File: src/rtl/apb_master_nslv.sv
// APB master bridging a simple transfer/rw request port onto NUM_SLAVES address-decoded slaves.
// Latency: 3+W cycles accept-to-done (W = wait states), 2 for a decode error; req_ready low while busy, requests then ignored.
module apb_master_nslv #(
    parameter int DATA       = 32,
    parameter int ADDR       = 32,
    parameter int NUM_SLAVES = 4,
    parameter int SLV_LSB    = 8,
    parameter int TIMEOUT    = 16
) (
    input  logic                       pclk,
    input  logic                       preset,
    input  logic                       transfer,
    input  logic                       rw,
    input  logic [ADDR-1:0]            addr_in,
    input  logic [DATA-1:0]            data_in,
    input  logic [DATA/8-1:0]          strb_in,
    output logic                       req_ready,
    output logic                       done,
    output logic                       err,
    output logic [DATA-1:0]            rdata_out,
    output logic [ADDR-1:0]            paddr,
    output logic [NUM_SLAVES-1:0]      psel,
    output logic                       penable,
    output logic                       pwrite,
    output logic [DATA-1:0]            pwdata,
    output logic [DATA/8-1:0]          pstrb,
    input  logic [NUM_SLAVES*DATA-1:0] prdata_bus,
    input  logic [NUM_SLAVES-1:0]      pready,
    input  logic [NUM_SLAVES-1:0]      pslverr
);

    localparam int SW = (NUM_SLAVES > 1) ? $clog2(NUM_SLAVES) : 1;
    localparam int NB = DATA / 8;
    localparam int CW = $clog2(TIMEOUT + 1);

    typedef enum logic [1:0] {IDLE, SETUP, ACCESS, RESP} state_t;

    state_t                  state_q, state_d;
    logic [SW-1:0]           idx_q, idx_d;
    logic                    dec_err_q, dec_err_d;
    logic [CW-1:0]           cnt_q, cnt_d;
    logic                    req_ready_q, req_ready_d;
    logic                    done_q, done_d;
    logic                    err_q, err_d;
    logic [DATA-1:0]         rdata_q, rdata_d;
    logic [ADDR-1:0]         paddr_q, paddr_d;
    logic [NUM_SLAVES-1:0]   psel_q, psel_d;
    logic                    penable_q, penable_d;
    logic                    pwrite_q, pwrite_d;
    logic [DATA-1:0]         pwdata_q, pwdata_d;
    logic [NB-1:0]           pstrb_q, pstrb_d;

    logic [SW-1:0]           req_idx;
    logic                    req_ok;
    logic                    sel_ready;
    logic                    sel_slverr;
    logic [DATA-1:0]         sel_rdata;

    assign req_idx    = addr_in[SLV_LSB +: SW];
    assign sel_ready  = pready[idx_q];
    assign sel_slverr = pslverr[idx_q];
    assign sel_rdata  = prdata_bus[int'(idx_q)*DATA +: DATA];

    always_comb begin
        state_d     = state_q;
        idx_d       = idx_q;
        dec_err_d   = dec_err_q;
        cnt_d       = cnt_q;
        req_ready_d = req_ready_q;
        done_d      = 1'b0;
        err_d       = err_q;
        rdata_d     = rdata_q;
        paddr_d     = paddr_q;
        psel_d      = psel_q;
        penable_d   = penable_q;
        pwrite_d    = pwrite_q;
        pwdata_d    = pwdata_q;
        pstrb_d     = pstrb_q;

        req_ok = 1'b0;
        for (int i = 0; i < NUM_SLAVES; i++) begin
            if (req_idx == SW'(i)) req_ok = 1'b1;
        end

        case (state_q)
            IDLE: begin
                if (transfer) begin
                    state_d     = SETUP;
                    req_ready_d = 1'b0;
                    idx_d       = req_idx;
                    dec_err_d   = !req_ok;
                    if (req_ok) begin
                        paddr_d  = addr_in;
                        pwrite_d = rw;
                        pwdata_d = data_in;
                        pstrb_d  = rw ? strb_in : '0;
                        for (int i = 0; i < NUM_SLAVES; i++) begin
                            psel_d[i] = (req_idx == SW'(i));
                        end
                    end
                end
            end
            // A decode error spends its SETUP cycle with no select asserted, so it
            // completes one cycle ahead of a zero-wait access.
            SETUP: begin
                if (dec_err_q) begin
                    state_d = RESP;
                    done_d  = 1'b1;
                    err_d   = 1'b1;
                    rdata_d = '0;
                end else begin
                    state_d   = ACCESS;
                    penable_d = 1'b1;
                    cnt_d     = '0;
                end
            end
            ACCESS: begin
                if (sel_ready || (cnt_q == CW'(TIMEOUT - 1))) begin
                    state_d   = RESP;
                    done_d    = 1'b1;
                    psel_d    = '0;
                    penable_d = 1'b0;
                    if (sel_ready) begin
                        err_d   = sel_slverr;
                        rdata_d = pwrite_q ? '0 : sel_rdata;
                    end else begin
                        err_d   = 1'b1;
                        rdata_d = '0;
                    end
                end else begin
                    cnt_d = cnt_q + CW'(1);
                end
            end
            RESP: begin
                state_d     = IDLE;
                req_ready_d = 1'b1;
            end
            default: state_d = IDLE;
        endcase
    end

    always_ff @(posedge pclk or posedge preset) begin
        if (preset) begin
            state_q     <= IDLE;
            idx_q       <= '0;
            dec_err_q   <= 1'b0;
            cnt_q       <= '0;
            req_ready_q <= 1'b1;
            done_q      <= 1'b0;
            err_q       <= 1'b0;
            rdata_q     <= '0;
            paddr_q     <= '0;
            psel_q      <= '0;
            penable_q   <= 1'b0;
            pwrite_q    <= 1'b0;
            pwdata_q    <= '0;
            pstrb_q     <= '0;
        end else begin
            state_q     <= state_d;
            idx_q       <= idx_d;
            dec_err_q   <= dec_err_d;
            cnt_q       <= cnt_d;
            req_ready_q <= req_ready_d;
            done_q      <= done_d;
            err_q       <= err_d;
            rdata_q     <= rdata_d;
            paddr_q     <= paddr_d;
            psel_q      <= psel_d;
            penable_q   <= penable_d;
            pwrite_q    <= pwrite_d;
            pwdata_q    <= pwdata_d;
            pstrb_q     <= pstrb_d;
        end
    end

    assign req_ready = req_ready_q;
    assign done      = done_q;
    assign err       = err_q;
    assign rdata_out = rdata_q;
    assign paddr     = paddr_q;
    assign psel      = psel_q;
    assign penable   = penable_q;
    assign pwrite    = pwrite_q;
    assign pwdata    = pwdata_q;
    assign pstrb     = pstrb_q;

endmodule

File: config.mk
export PLATFORM = sky130hd
export DESIGN_NAME = apb_master_nslv
export DESIGN_NICKNAME = d
export VERILOG_FILES = /design/src/rtl/apb_master_nslv.sv
export SDC_FILE = /design/constraint.sdc
export NUM_CORES = 1
export LEC_CHECK = 0
export CORE_UTILIZATION = 39
export CTS_CLUSTER_DIAMETER = 150
export CTS_CLUSTER_SIZE = 20
export DETAILED_ROUTE_END_ITERATION = 16
export PLACE_DENSITY = 0.79
export SYNTH_ARGS = -nofsm -noshare
export SYNTH_HDL_FRONTEND = slang
export SYNTH_SLANG_ARGS = --single-unit
File: constraint.sdc
create_clock -name pclk -period 5.32 [get_ports pclk]
set_clock_uncertainty 0.2 [all_clocks]
set_input_delay 1.064 -clock pclk [delete_from_list [all_inputs] [get_ports pclk]]
set_output_delay 1.064 -clock pclk [all_outputs]
set_load 0.1 [all_outputs]
### Word level (Yosys, flattened, before mapping)

Cells that the tools add are included.

* RAM bits: 0
* memory bits (read-only): 0
* flip-flop bits (word level): 119
* word-level logic and storage cells: 82
* memories: 0
* output and inout port bits: 109
* input port bits: 208
* latch bits: 0

* equal/unequal tests: 13
* $lt $le $gt $ge: 1
* div/mod/pow operators: 0
* bitwise logic cells: 0
* reductions and logical operators: 15
* multipliers: 0
* add/subtract/negate cells: 1
* shifts and indexed selects: 1
* multiplexer cells: 37

Operator list (count)
* $mux W32: 4
* $shiftx A128 B8 Y32: 1
* $pmux W32 S2: 1
* $mux W4: 4
* $mux W1: 15
* $ne A2 B2 Y1 const B: 6
* $reduce_and A3 Y1: 4
* $mux W5: 2
* $pmux W5 S2: 1
* $eq A2 B2 Y1 const B: 4
* $pmux W1 S2: 4
* $pmux W2 S4: 1
* $pmux W4 S2: 1
* $reduce_and A2 Y1: 3
* $reduce_bool A2 Y1: 3
* $add A5 B1 Y5 const B: 1
* $eq A5 B4 Y1 const B: 1
* $bmux W1 S2: 2
* $eq A2 B1 Y1 const B: 2
* $logic_not A2 Y1: 2
* $mux W2: 2
* $reduce_and A4 Y1: 1
* $lt A2 B3 Y1 const B: 1
* $logic_not A1 Y1: 1
* $logic_or A1 B1 Y1: 1

### Depth between registers and ports, before layout

* depth after elaboration: 8
* mapped depth: 9
* depth with buffers taken out: 7

### Least setup slack after synthesis

No wires, ideal clock.

* path type: input -> register
* start point: input transfer
* end point: register pwdata_q[10], in the netlist pwdata[10]
* required time: 4.994 ns
* cell stages on the path: 4
* setup slack: 2.908 ns
* library setup time: 0.126 ns
* arrival time: 2.086 ns
* path through: nand2_1 > buf_2 > buf_1 > mux2_2

* longest elaborated chain between the ends: 1

Ends and longest elaborated chain
* start, declared: line 12 `input logic transfer,`
* $reduce_and A3 Y1 (no source line)
* end signal, assigned: line 171 `pwdata_q <= pwdata_d;`
* end, declared: line 50 `logic [DATA-1:0] pwdata_q, pwdata_d;`

Every way passes these cells.
A chain may end at the register's enable or synchronous reset.

### Worst setup path after layout

* start point: register req_ready_q, in the netlist req_ready
* end point: output req_ready

RTL lines
* start, declared: line 42 `logic req_ready_q, req_ready_d;`
* start signal, assigned: line 163 `req_ready_q <= req_ready_d;`
* end, declared: line 17 `output logic req_ready,`

No word-level cell between the ends.

==> metrics.txt <==
element type at the critical path end=primary output; Layout Cells excl Fill=949; most frequently used cell type in the post-synthesis netlist=dfrtp_1; area added between synthesis and finish=66.29%; antenna violation net count after detailed routing=0; Synth top cells by count=dfrtp_1, mux2_2, nand2_1; H-tree depth reported by CTS=4; initial standard-cell utilization of the core=40.05%; CTS tree=done; startpoint of the most critical hold path=rdata_out[22]; Routed Wire Length=17.95 mm; routability-driven placement congestion ratio=0.8431; clock period minus worst slack=3345 ps; total negative setup slack=0 ps; starting DRC count in detailed routing=161; number of setup buffers added after CTS=0; startpoint type of the worst setup path=flop; CP arrival=2080 ps; critical path buffer and inverter count=1; number of remaining DRC errors=0; overall via count from detail_route=4,828; RSZ-0062 raised after global routing=no; worst reg2reg path endpoint=rdata_out[20]; critical path data required time=4060 ps; Final Hold Violating Endpoints=0; floorplan row count=44; routed wire length per instance=18.91 um; Yosys top cell by area=dfrtp_1; grt ovf=0; status=complete, no violations; first-pass GRT wire length=26.80 mm; clock root buffer=clkbuf_16; Syn Nets=653; biggest fanout along the worst timing path=3; number of distinct standard cells referenced by the synthesized netlist=41; CP Cell Sequence=clkdlybuf4s50_1; reg2reg path depth=7; synthesized instance count=438; reg-to-reg slack, setup=2180 ps; area enclosed by the die boundary=0.01542 mm^2; CTS buffer count=17; reg2reg start=state_q[0]; Synth Area per Inst=13.29 um^2; category of the critical setup timing path=reg2out; dominant synthesized flop cell=dfrtp_1; final setup violation count=0; remaining max-slew budget at the tightest pin=18.95%; post-route core utilization=66.60%; number of resized instances in the post-cts repair step=0; kind of cell adding the most delay to the critical path=buffers and inverters; number of enable-type register cells in the synthesized netlist=0; final clock period utilization by the worst path=62.87%; number of buffers added to fix hold violations after cts=0; total routing usage reported by global routing=23.61%; antenna violations before repair=0; CTS sink cnt=119; largest buffer count on any clock path=2; worst hold path depth=2; DP Cell Count=917; transition time at the pin with the least slew margin=1211 ps; pin count of the biggest net entering global routing=57; fraction of layout cells with a size suffix above 1=21.96%; detailed-route vias per instance=5.087; post-synth top area share=50.73%; number of iterations in the first detailed-routing pass=5; Post-layout nets=967; IO Port Bufs=316; area of the core region=0.01453 mm^2; DIE HEIGHT=124.2 um; Die X-Extent=124.2 um; mapped cell area=0.005821 mm^2; clock transition at the registers of the reported paths=50 ps; Critical-path top delay cell=clkdlybuf4s50_1; number of antenna diodes=0; highest cell delay on the worst timing path=1130 ps; clock latency on the worst-skew pair=410 ps; Seq cells post-synth=119; maximum clock frequency=299.0 MHz; worst setup path start=req_ready; hold-critical path endpoint=rdata_out[22]; Final Slew Violations=0; via count of the first global-routing pass=5,223; share of flip-flops with an asynchronous set or reset after synthesis=100.0%; Worst Hold Class=reg2reg; proportion of synthesized chip area in sequential cells=51.18%; max-cap violation count=0; top cells by area in the synthesized netlist=dfrtp_1, mux2_2, mux4_2; I/O Pins=317; Synthesis Warnings=0; DP Wirelength=13.87 mm
-- per-layer routing --
layer  share of wire, %  vias to the layer above  global-route usage, %
met1                 36                     2366                  25.04
met3                8.4                       44                  8.104
li1                   -                     2206                      -
met5                  0                        -                      0
met2                 52                      212                  41.85
met4                3.2                        0                  11.01
-- through the flow --
stage | setup WS [ps] | cell area, um^2 | hold WS, ps
final | 1975 | 9679 | 273.8
after global routing | 1930 | 9679 | 302.2
after CTS | 1951 | 9679 | 278.1
after detailed placement | 1601 | 9116 | 267.1
after global placement | 1747 | 9116 | 260.5
after floorplan | 900.2 | 5821 | 263.7
-- worst max-delay path by stage --
stage | end | slack, ps | cells after the start
6_report | req_ready | 1980 | 1
5_1_grt | req_ready | 1930 | 1
4_1_cts | req_ready | 1950 | 1
3_5_place_dp | paddr[29] | 1600 | 4
3_3_place_gp | paddr[0] | 1750 | 4
2_1_floorplan | cnt_q[0] | 900 | 1
-- cell families (layout without fill, tap and decap cells) --
logic type	count (synthesis)	count (layout)	share of synthesized area [%]
flip-flops	119	119	51.18
multiplexers	103	103	25.99
AND/OR/NAND/NOR	81	81	6.019
buffers and inverters	66	393	5.116
AO/OA/AOI/OAI	62	62	10.19
adder cells (fa/ha/maj)	7	7	1.505
-- layout by cell type (no fill, tap or decap), types with 2 or more instances in the layout --
cell type / netlist / final
nand3_1: 6 / 6
ha_1: 7 / 7
dfrtp_1: 118 / 117
clkdlybuf4s50_1: 0 / 316
buf_4: 2 / 6
o21ai_0: 11 / 11
mux2_2: 65 / 65
clkbuf_1: 5 / 3
clkinv_2: 0 / 5
inv_1: 39 / 38
clkbuf_16: 0 / 17
o22ai_1: 2 / 2
mux2i_1: 6 / 6
mux4_2: 32 / 32
a22o_1: 5 / 5
o31ai_2: 30 / 30
and2_1: 2 / 2
o31ai_1: 3 / 3
clkbuf_8: 0 / 4
nor2_1: 5 / 5
nand2_1: 58 / 57
a21oi_1: 2 / 2
-- flip-flops by register name (all words and copies together) (netlist names), 2 cells and up --
name       cells
pwdata        32
idx_q          2
psel           4
rdata_out     32
state_q        2
cnt_q          5
paddr         32
pstrb          4
-- layout make-up --
| class | instances | area, um^2 |
|---|---|---|
| Fill cell | 1080 | 4855 |
| Timing Repair Buffer | 322 | 3208 |
| Sequential cell | 119 | 2980 |
| Multi-Input combinational cell | 253 | 2549 |
| Clock buffer | 24 | 491.7 |
| Tap cell | 184 | 230.2 |
| Inverter | 39 | 148.9 |
| Clock inverter | 8 | 71.32 |
Power is left out: the tool's default activity adds up to more than one toggle a clock period on the data nets, which glitch-free logic cannot reach.
